==> config.mk <==
export PLATFORM = sky130hd
export DESIGN_NAME = vsw_sequencer
export DESIGN_NICKNAME = d
export VERILOG_FILES = /design/src/rtl/vsw_sequencer.sv
export SDC_FILE = /design/constraint.sdc
export NUM_CORES = 1
export LEC_CHECK = 0
export ABC_AREA = 1
export BUFFER_PORTS_ARGS = -buffer_cell sky130_fd_sc_hd__buf_4
export CAP_MARGIN = 20
export CORE_UTILIZATION = 57
export DETAILED_ROUTE_END_ITERATION = 8
export HOLD_SLACK_MARGIN = 0.1
export PLACE_DENSITY_LB_ADDON = 0.3
export SLEW_MARGIN = 20
export SYNTH_ARGS = -nofsm -noshare
export SYNTH_HDL_FRONTEND = slang
export SYNTH_SLANG_ARGS = --single-unit
==> constraint.sdc <==
create_clock -name clk -period 4.58 [get_ports clk]
set_clock_uncertainty 0.2 [all_clocks]
set_input_delay 0.916 -clock clk [delete_from_list [all_inputs] [get_ports clk]]
set_output_delay 0.916 -clock clk [all_outputs]
set_load 0.02 [all_outputs]
==> src/rtl/vsw_sequencer.sv <==
// vsw_sequencer: streams up to MAXVL vector-register elements from the regfile into data memory.
module vsw_sequencer #(
  parameter int DW = 32,
  parameter int AW = 5,
  parameter int MAXVL = 8
) (
  input  logic          clk,
  input  logic          rst_n,
  input  logic          start,
  input  logic [AW-1:0] vreg_base,
  input  logic [DW-1:0] mem_base,
  input  logic [DW-1:0] vlen,
  input  logic [DW-1:0] rd_data,
  output logic [AW-1:0] rd_addr,
  output logic [4:0]    cnt,
  output logic          mem_we,
  output logic [DW-1:0] mem_addr,
  output logic [DW-1:0] mem_wdata,
  output logic          busy,
  output logic          done
);
  localparam logic [1:0] IDLE = 2'd0, ISSUE = 2'd1, DRAIN = 2'd2, FIN = 2'd3;
  logic [1:0] state;
  logic [4:0] n, n_new;
  logic [DW-1:0] base;
  assign n_new = vlen > DW'(MAXVL) ? 5'(MAXVL) : vlen[4:0];
  assign mem_wdata = rd_data;
  assign busy = state != IDLE;
  assign done = state == FIN;
  // each write lands one cycle after its element index goes out, matching regfile read latency
  always_ff @(posedge clk or negedge rst_n) begin
    if (!rst_n) begin
      state <= IDLE;
      cnt <= '0;
      rd_addr <= '0;
      mem_we <= 1'b0;
      mem_addr <= '0;
      n <= '0;
      base <= '0;
    end else begin
      mem_we <= state == ISSUE;
      if (state == ISSUE) mem_addr <= base + (DW'(cnt - 5'd1) << 2);
      case (state)
        IDLE: if (start) begin
          rd_addr <= vreg_base;
          base <= mem_base;
          n <= n_new;
          state <= n_new == 5'd0 ? FIN : ISSUE;
          cnt <= n_new == 5'd0 ? 5'd0 : 5'd1;
        end
        ISSUE: begin
          state <= cnt == n ? DRAIN : ISSUE;
          cnt <= cnt == n ? 5'd0 : cnt + 5'd1;
        end
        DRAIN: state <= FIN;
        default: state <= IDLE;
      endcase
    end
  end
endmodule

==> results.md, run 1 <==
* Outcome: complete, no violations
* Nets at around 1.1k
* Flops & latches, synth at between 80 and 90
* Largest net degree at the start of global routing at a little over 80
* Achievable clock frequency at 0.298 GHz
* RSZ-0062 raised after global routing: false
* Internal cell power at roughly 0.0026 W
* Worst-margin pin slew at between 800 and 900 ps
* P_sw at 0.00266 W
* Final setup viols at 0
* Total Wirelength at roughly 14000 um
* TritonCTS Buffers at 9
* Post-Synth Simple-Gate Area at 37.9%
* Final Hold Fails at 0
* Mapped Cells at 868
* Grt ovf at 0
* Core area at 9860 sq um
* XOR/XNOR share of the synthesized area at 2.83%
* PortBufs at 116
* Detail Placement HPWL at between 10000 and 15000 um
* Number of diodes at 0
* Remaining routing DRC violations at 0
* Peak VDD IR at 0.000344 V
* Design area at 6830 sq um
* Post-synthesis sequential area ratio at a little over a third
* Root cell of the clock tree: clkbuf_8
* CP arrival at 3480 ps
* Row count at 36
* Vias at approximately 5.5k
* Setup crit end kind: flop
* Fin worst setup slack at around 1200 ps
* Post-CTS sizing at 0
* Die H at ~100 um
* Max_cap viols at 0
* Worst-Skew Late Latency at approximately 380 ps
* Vias in the first global route at ~5.3k
* CTS H-tree lvls at 3
* HP Class: flop to flop
* Net Sw Frac at 50.9%
* Wirelength per Cell at ~13 um
* PwrDens at between 700 and 800 nW/um^2
* Largest family of logic cells by synthesized area: simple AND/OR/NAND/NOR gates
* Post-route clock period utilization at 73.3%
* Antenna-violating nets left at 0
* Clock slew at reported path FFs at around 90 ps
* WS Path Type: flop to flop
* CP Max Fanout at 24
* Initial DRC Count at between 300 and 400
* CTS hold repair buffers at 0
* Pleak at between 3 and 4 nW
* I/O pin total at between 150 and 200
* DRT Pass-1 Iters at 5
* Area after DPL at approximately 6600 sq um
* All-layer global routing usage at around 29%
* CTS tree: built
* Yosys warnings at 0
* Avg Cell Area, Syn at about 6.8 sq um
* Clk sinks at slightly above 80
* Routed vias/inst at around 5
* Clock power frac at ~11%
* Post-Synthesis Cell Area at approximately 5900 sq um
* Synth Net Count at approximately 1k
* Max Slew Vio Count at 0
* Fill cell count at between 800 and 900
* Worst-case clock buffer depth at 2
* Period minus WS final at between 3000 and 4000 ps
* Share of power burned in registers at between 20% and 30%
* Layout cell share with drive strength beyond 1 at a little under a fifth
* Initial antenna violation count at 0
* Setup Fix Bufs, Post-CTS at 0
* Initial Utilization at roughly 60%
* Die area at 10700 sq um
* Global-route wire length before repair at 24500 um
* Post-synthesis mux area share at 0%
* Slew headroom at ~44%
* GP Congestion at 0.899
* Setup TNS at 0 ps
* Synth Area in Adders at between 6 and 7%
* Synth Area in Compound Gates at under 10%
* Total power at about 0.0052 W
* Chip width at between 100 and 150 um
* Place WS at 1220 ps
* Comb pwr share at a little under two thirds
* Worst Path Required at between 4000 and 5000 ps
* Area growth from synthesis to layout at 16.1%
* Netlist cell types at 39
* Startpoint Class: flop
sequential cells by signal, summed over array words and instances, names as in the netlist:
register  cells
state         2
mem_addr     32
rd_addr       5
base         32
mem_we        1
cnt           5
n             5
cells by family (layout without fill, tap and decap cells):
| logic type | Yosys count | after routing |
|---|---|---|
| xor gates and xnor gates | 19 | 19 |
| and+or+nand+nor | 522 | 522 |
| buffers and inverters | 163 | 248 |
| DFF | 82 | 82 |
| adders and majority gates | 32 | 32 |
| AOI/OAI and AO/OA | 50 | 50 |
metal layers:
layer / part of all wire (%) / global-route usage [%] / wire length (um) / up-vias
li1: - / - / - / 2810
met1: 48 / 39.4 / 6960 / 2490
met2: 44 / 45.0 / 6300 / 145
met3: 5.2 / 5.54 / 747 / 29
met4: 2.4 / 10.6 / 351 / 0
met5: 0 / 0 / 0 / -
worst paths after layout:
path	from	to	slack (ps)	cells after the start
max in group asynchronous	rst_n	state[1]$_DFFE_PN0P_	3280	1
worst max register to register	cnt[0]$_DFFE_PN0P_	mem_addr[17]$_DFFE_PN0P_	1220	13
worst min-delay path	base[0]$_DFFE_PN0P_	base[0]$_DFFE_PN0P_	280	2
worst max-delay path	cnt[0]$_DFFE_PN0P_	mem_addr[17]$_DFFE_PN0P_	1220	13
min in group asynchronous	rst_n	mem_addr[8]$_DFFE_PN0P_	350	1
worst min register to register	base[0]$_DFFE_PN0P_	base[0]$_DFFE_PN0P_	280	2
critical path: stages, from the launching register on:
cell and delay [ps]:
dfrtp_1 460, nor3_1 330, nand3_1 180, inv_1 650, ha_1 430, nand2_1 90, nand2_1 90, a21oi_1 270
nand3_2 160, nand3_1 110, nand2_1 60, nand2_1 60, nand3_1 90, nand2_1 90
cell type report:
class,instances,area [sq um],area share [%]
clock inverter,5,61.3,0.898
sequential,82,2050,30.1
inverter,116,435,6.38
clock buffer,11,151,2.22
tap,133,166,2.44
multi-input combinational,623,3090,45.2
timing repair buffer,116,875,12.8
metrics by stage:
step	instances	hold slack, ps	utilization (%)
after floorplan	868	242	-
final	1086	276	69.2
after CTS	1086	279	69.2
after detailed placement	1070	259	67.0
after global routing	1086	311	69.2
after global placement	1070	256	67.0
cells in the final DEF, fill, tap and decap left out, types with 7 or more instances in the layout:
| cell | Yosys | final |
|---|---|---|
| a21oi_1 | 19 | 19 |
| buf_4 | 33 | 115 |
| clkbuf_8 | 0 | 11 |
| dfrtp_1 | 82 | 82 |
| ha_1 | 31 | 31 |
| inv_1 | 103 | 103 |
| inv_2 | 13 | 13 |
| nand2_1 | 362 | 362 |
| nand2_2 | 12 | 12 |
| nand3_1 | 53 | 53 |
| nand4_1 | 11 | 11 |
| nor2_1 | 52 | 52 |
| nor2_2 | 7 | 7 |
| o21ai_0 | 11 | 11 |
| o21ai_1 | 7 | 7 |
| xnor2_1 | 14 | 14 |
synth_stat cells, drive strengths merged:
master | instances | area share (%)
clkbuf | 6 | 0.38
o32ai | 2 | 0.30
dfrtp | 82 | 35
ha | 31 | 6.6
and2 | 4 | 0.43
xnor2 | 14 | 2.1
nand4 | 11 | 1.2
xor2 | 5 | 0.74
o22ai | 3 | 0.32
buf | 41 | 4.8
nor4 | 1 | 0.11
nor2 | 62 | 4.8
a31oi | 1 | 0.11
nand3 | 57 | 5.2
a21o | 1 | 0.13
o21bai | 1 | 0.13
o31ai | 1 | 0.13
nand2 | 374 | 24
fa | 1 | 0.34
o211ai | 1 | 0.13
a21oi | 20 | 1.8
nand3b | 3 | 0.38
inv | 116 | 7.4
nor3 | 10 | 1.5
o21ai | 19 | 1.7
a21boi | 1 | 0.13
power groups by stage:
stage          clock network [W]  logic [W]  registers (W)
6_report                0.000575    0.00331        0.00133
3_3_place_gp                   0    0.00324        0.00133
4_1_cts                 0.000581    0.00331        0.00133
3_5_place_dp                   0    0.00329        0.00133
2_1_floorplan                  0    0.00223        0.00148
5_1_grt                 0.000611    0.00373        0.00137
Power figures use the tool's default switching activity.
==> inputs of run 2 (changes only) <==
CORE_UTILIZATION = 47   (was 57)
clock period = 3 ns   (was 4.58 ns; I/O delays follow)
==> results.md, run 2 (synthesis results as in run 1) <==
* Leading cell type in the layout, fill and taps excluded: nand2_1 (unchanged)
* Share of power burned in registers at 23.9% (was 25.5%)
* Antenna-violating nets left at 0 (unchanged)
* Nets at 1093 (was 1084)
* I/O pin total at 181 (unchanged)
* Peak VDD IR at 0.000641 V (was 0.000344 V)
* Initial antenna violation count at 0 (unchanged)
* Worst-Skew Late Latency at 360 ps (was 380 ps)
* Worst Path Required at 3040 ps (was 4700 ps)
* Max Slew Vio Count at 0 (unchanged)
* Max_cap viols at 0 (unchanged)
* Largest net degree at the start of global routing at 47 (was 83)
* Wirelength per Cell at 12.9 um (was 13.2 um)
* Grt ovf at 0 (unchanged)
* Setup crit end kind: flop (unchanged)
* Worst path most repeated cell: nand3_1 (was nand2_1)
* CTS tree: built (unchanged)
* R2r worst-path depth at 13 (unchanged)
* Worst Hold End: base[16]$_DFFE_PN0P_ (was base[0]$_DFFE_PN0P_)
* Net Sw Frac at 49.0% (was 50.9%)
* Layout cell share with drive strength beyond 1 at 19.8% (was 18.8%)
* Reg2reg end: mem_addr[18]$_DFFE_PN0P_ (was mem_addr[17]$_DFFE_PN0P_)
* Chip width at 114 um (was 104 um)
* Outcome: complete, no violations (unchanged)
* Biggest regs: base x32, mem_addr x32 (unchanged)
* Worst r2r src: cnt[0]$_DFFE_PN0P_ (unchanged)
* Row count at 40 (was 36)
* Setup slack, reg-to-reg at 210 ps (was 1220 ps)
* Detail Placement HPWL at 11400 um (was 11000 um)
* Vias in the first global route at 5158 (was 5280)
* Global-route wire length before repair at 24500 um (about the same)
* Worst-path cell chain: nor3_2 > nand3_1 > inv_1 > buf_12 > ha_1 > nand2_1 > inv_2 > a21oi_1 > nand3_2 > nand3_1 > nand3_1 > nand3_1 > nand2_1 (was nor3_1 > nand3_1 > inv_1 > ha_1 > nand2_1 > nand2_1 > a21oi_1 > nand3_2 > nand3_1 > nand2_1 > nand2_1 > nand3_1 > nand2_1)
* Comb pwr share at 61.9% (was 63.4%)
* TritonCTS Buffers at 9 (unchanged)
* HP Class: primary input to flop (was flop to flop)
* All-layer global routing usage at 24.5% (was 28.7%)
* Final setup viols at 0 (unchanged)
* CP Launch Point: cnt[0]$_DFFE_PN0P_ (unchanged)
* Die area at 13000 sq um (was 10700 sq um)
* CTS H-tree lvls at 3 (unchanged)
* Initial DRC Count at 294 (was 309)
* Hold Path Depth at 3 (was 2)
* Routed vias/inst at 4.82 (was 5.04)
* Clock slew at reported path FFs at 60 ps (was 90 ps)
* Setup TNS at 0 ps (unchanged)
* PwrDens at 1190 nW/um^2 (was 764 nW/um^2)
* Area growth from synthesis to layout at 20.3% (was 16.1%)
* Critical path buffer and inverter count at 3 (was 1)
* DRT Pass-1 Iters at 4 (was 5)
* Clock power frac at 14.2% (was 11.0%)
* Fill cell count at 1188 (was 868)
* Worst-margin pin slew at 779 ps (was 835 ps)
* Vias at 5443 (was 5474)
* Core area at 12100 sq um (was 9860 sq um)
* Number of diodes at 0 (unchanged)
* Achievable clock frequency at 0.358 GHz (was 0.298 GHz)
* Commonest cells after routing, fill and taps aside: nand2_1, buf_4, inv_1, dfrtp_1, nand3_1 (unchanged)
* CP arrival at 2840 ps (was 3480 ps)
* Final Util at 58.4% (was 69.2%)
* PortBufs at 116 (unchanged)
* CP delay by family, top: simple AND/OR/NAND/NOR gates (unchanged)
* CP max-delay cell: dfrtp_2 (was inv_1)
* Startpoint Class: flop (unchanged)
* Worst min-delay path startpoint: mem_base[16] (was base[0]$_DFFE_PN0P_)
* P_sw at 0.00412 W (was 0.00266 W)
* Slew headroom at 48.0% (was 44.3%)
* CP Max Fanout at 24 (unchanged)
* GP Congestion at 0.901 (was 0.899)
* Worst-case clock buffer depth at 2 (unchanged)
* Clk sinks at 82 (unchanged)
* Internal cell power at 0.00428 W (was 0.00256 W)
* Final Hold Fails at 0 (unchanged)
* Post-route clock period utilization at 93.1% (was 73.3%)
* WS Path Type: flop to flop (unchanged)
* RSZ-0062 raised after global routing: false (unchanged)
* Initial Utilization at 48.6% (was 59.6%)
* Pleak at 4.01 nW (was 3.92 nW)
* Period minus WS final at 2790 ps (was 3360 ps)
* Die H at 114 um (was 104 um)
* CP peak stage delay at 460 ps (was 650 ps)
* Root cell of the clock tree: clkbuf_16 (was clkbuf_8)
* Total Wirelength at 14600 um (was 14400 um)
* Remaining routing DRC violations at 0 (unchanged)
## run 2: cell count changes in the layout (fill, tap and decap cells not counted), sizes merged
cell         delta
buf             +8
bufinv          +1
clkbuf          -1
clkinv          -1
clkinvlp        +1
dlygate4sd3     +1
## run 2: metrics by stage
step,setup slack (ps),instances,hold slack (ps),instance area [sq um],power (W)
2_1_floorplan,71.2,868,104,5880,0.00566
3_3_place_gp,231,1113,257,6740,0.00712
3_5_place_dp,180,1113,259,6740,0.00720
4_1_cts,98.4,1130,226,7070,0.00844
5_1_grt,3.10,1130,240,7080,0.00920
6_report,206,1130,235,7080,0.00841
## run 2: final cells by class
cell class / count / area (sq um) / area share [%]
Tap cell: 168 / 210 / 2.97
Clock buffer: 10 / 229 / 3.24
Timing Repair Buffer: 125 / 966 / 13.6
Multi-Input combinational cell: 623 / 3090 / 43.7
Clock inverter: 6 / 90.1 / 1.27
Inverter: 116 / 435 / 6.15
Sequential cell: 82 / 2050 / 29.0
## run 2: metal layers
layer  global-route usage (%)  share of wire [%]  up-vias
met5                        0                  0        -
met4                     9.35                1.9        0
met3                     5.37                6.0       20
met2                     38.1                 45      159
met1                     33.4                 48     2424
li1                         -                  -     2840
## run 2: worst max-delay path by stage
stage / depth (start not counted) / to
2_1_floorplan: 13 / mem_addr[30]$_DFFE_PN0P_
3_3_place_gp: 13 / mem_addr[29]$_DFFE_PN0P_
3_5_place_dp: 13 / mem_addr[30]$_DFFE_PN0P_
4_1_cts: 13 / mem_addr[18]$_DFFE_PN0P_
5_1_grt: 14 / mem_addr[28]$_DFFE_PN0P_
6_report: 13 / mem_addr[18]$_DFFE_PN0P_
## run 2: timing repair
action / 4_1_cts / 5_1_grt
setup buffers: 0 / 0
endpoints found under the hold margin: 36 / 0
endpoints found under the setup margin: 0 / 21
hold buffers: 1 / 0
resized for setup: 0 / 4
## run 2: tightest hold or removal path, delay by kind of cell
kind                   cells  cell delay [ps]
buffers and inverters      1               80
and+or+nand+nor            2               90
## run 2: power by group through the flow
| stage | logic [W] | registers [W] | clock network, W |
|---|---|---|---|
| floorplan | 0.00340 | 0.00226 | 0 |
| global placement | 0.00511 | 0.00201 | 0 |
| detailed placement | 0.00519 | 0.00201 | 0 |
| CTS | 0.00521 | 0.00200 | 0.00122 |
| global route | 0.00587 | 0.00207 | 0.00125 |
| finish | 0.00520 | 0.00201 | 0.00119 |
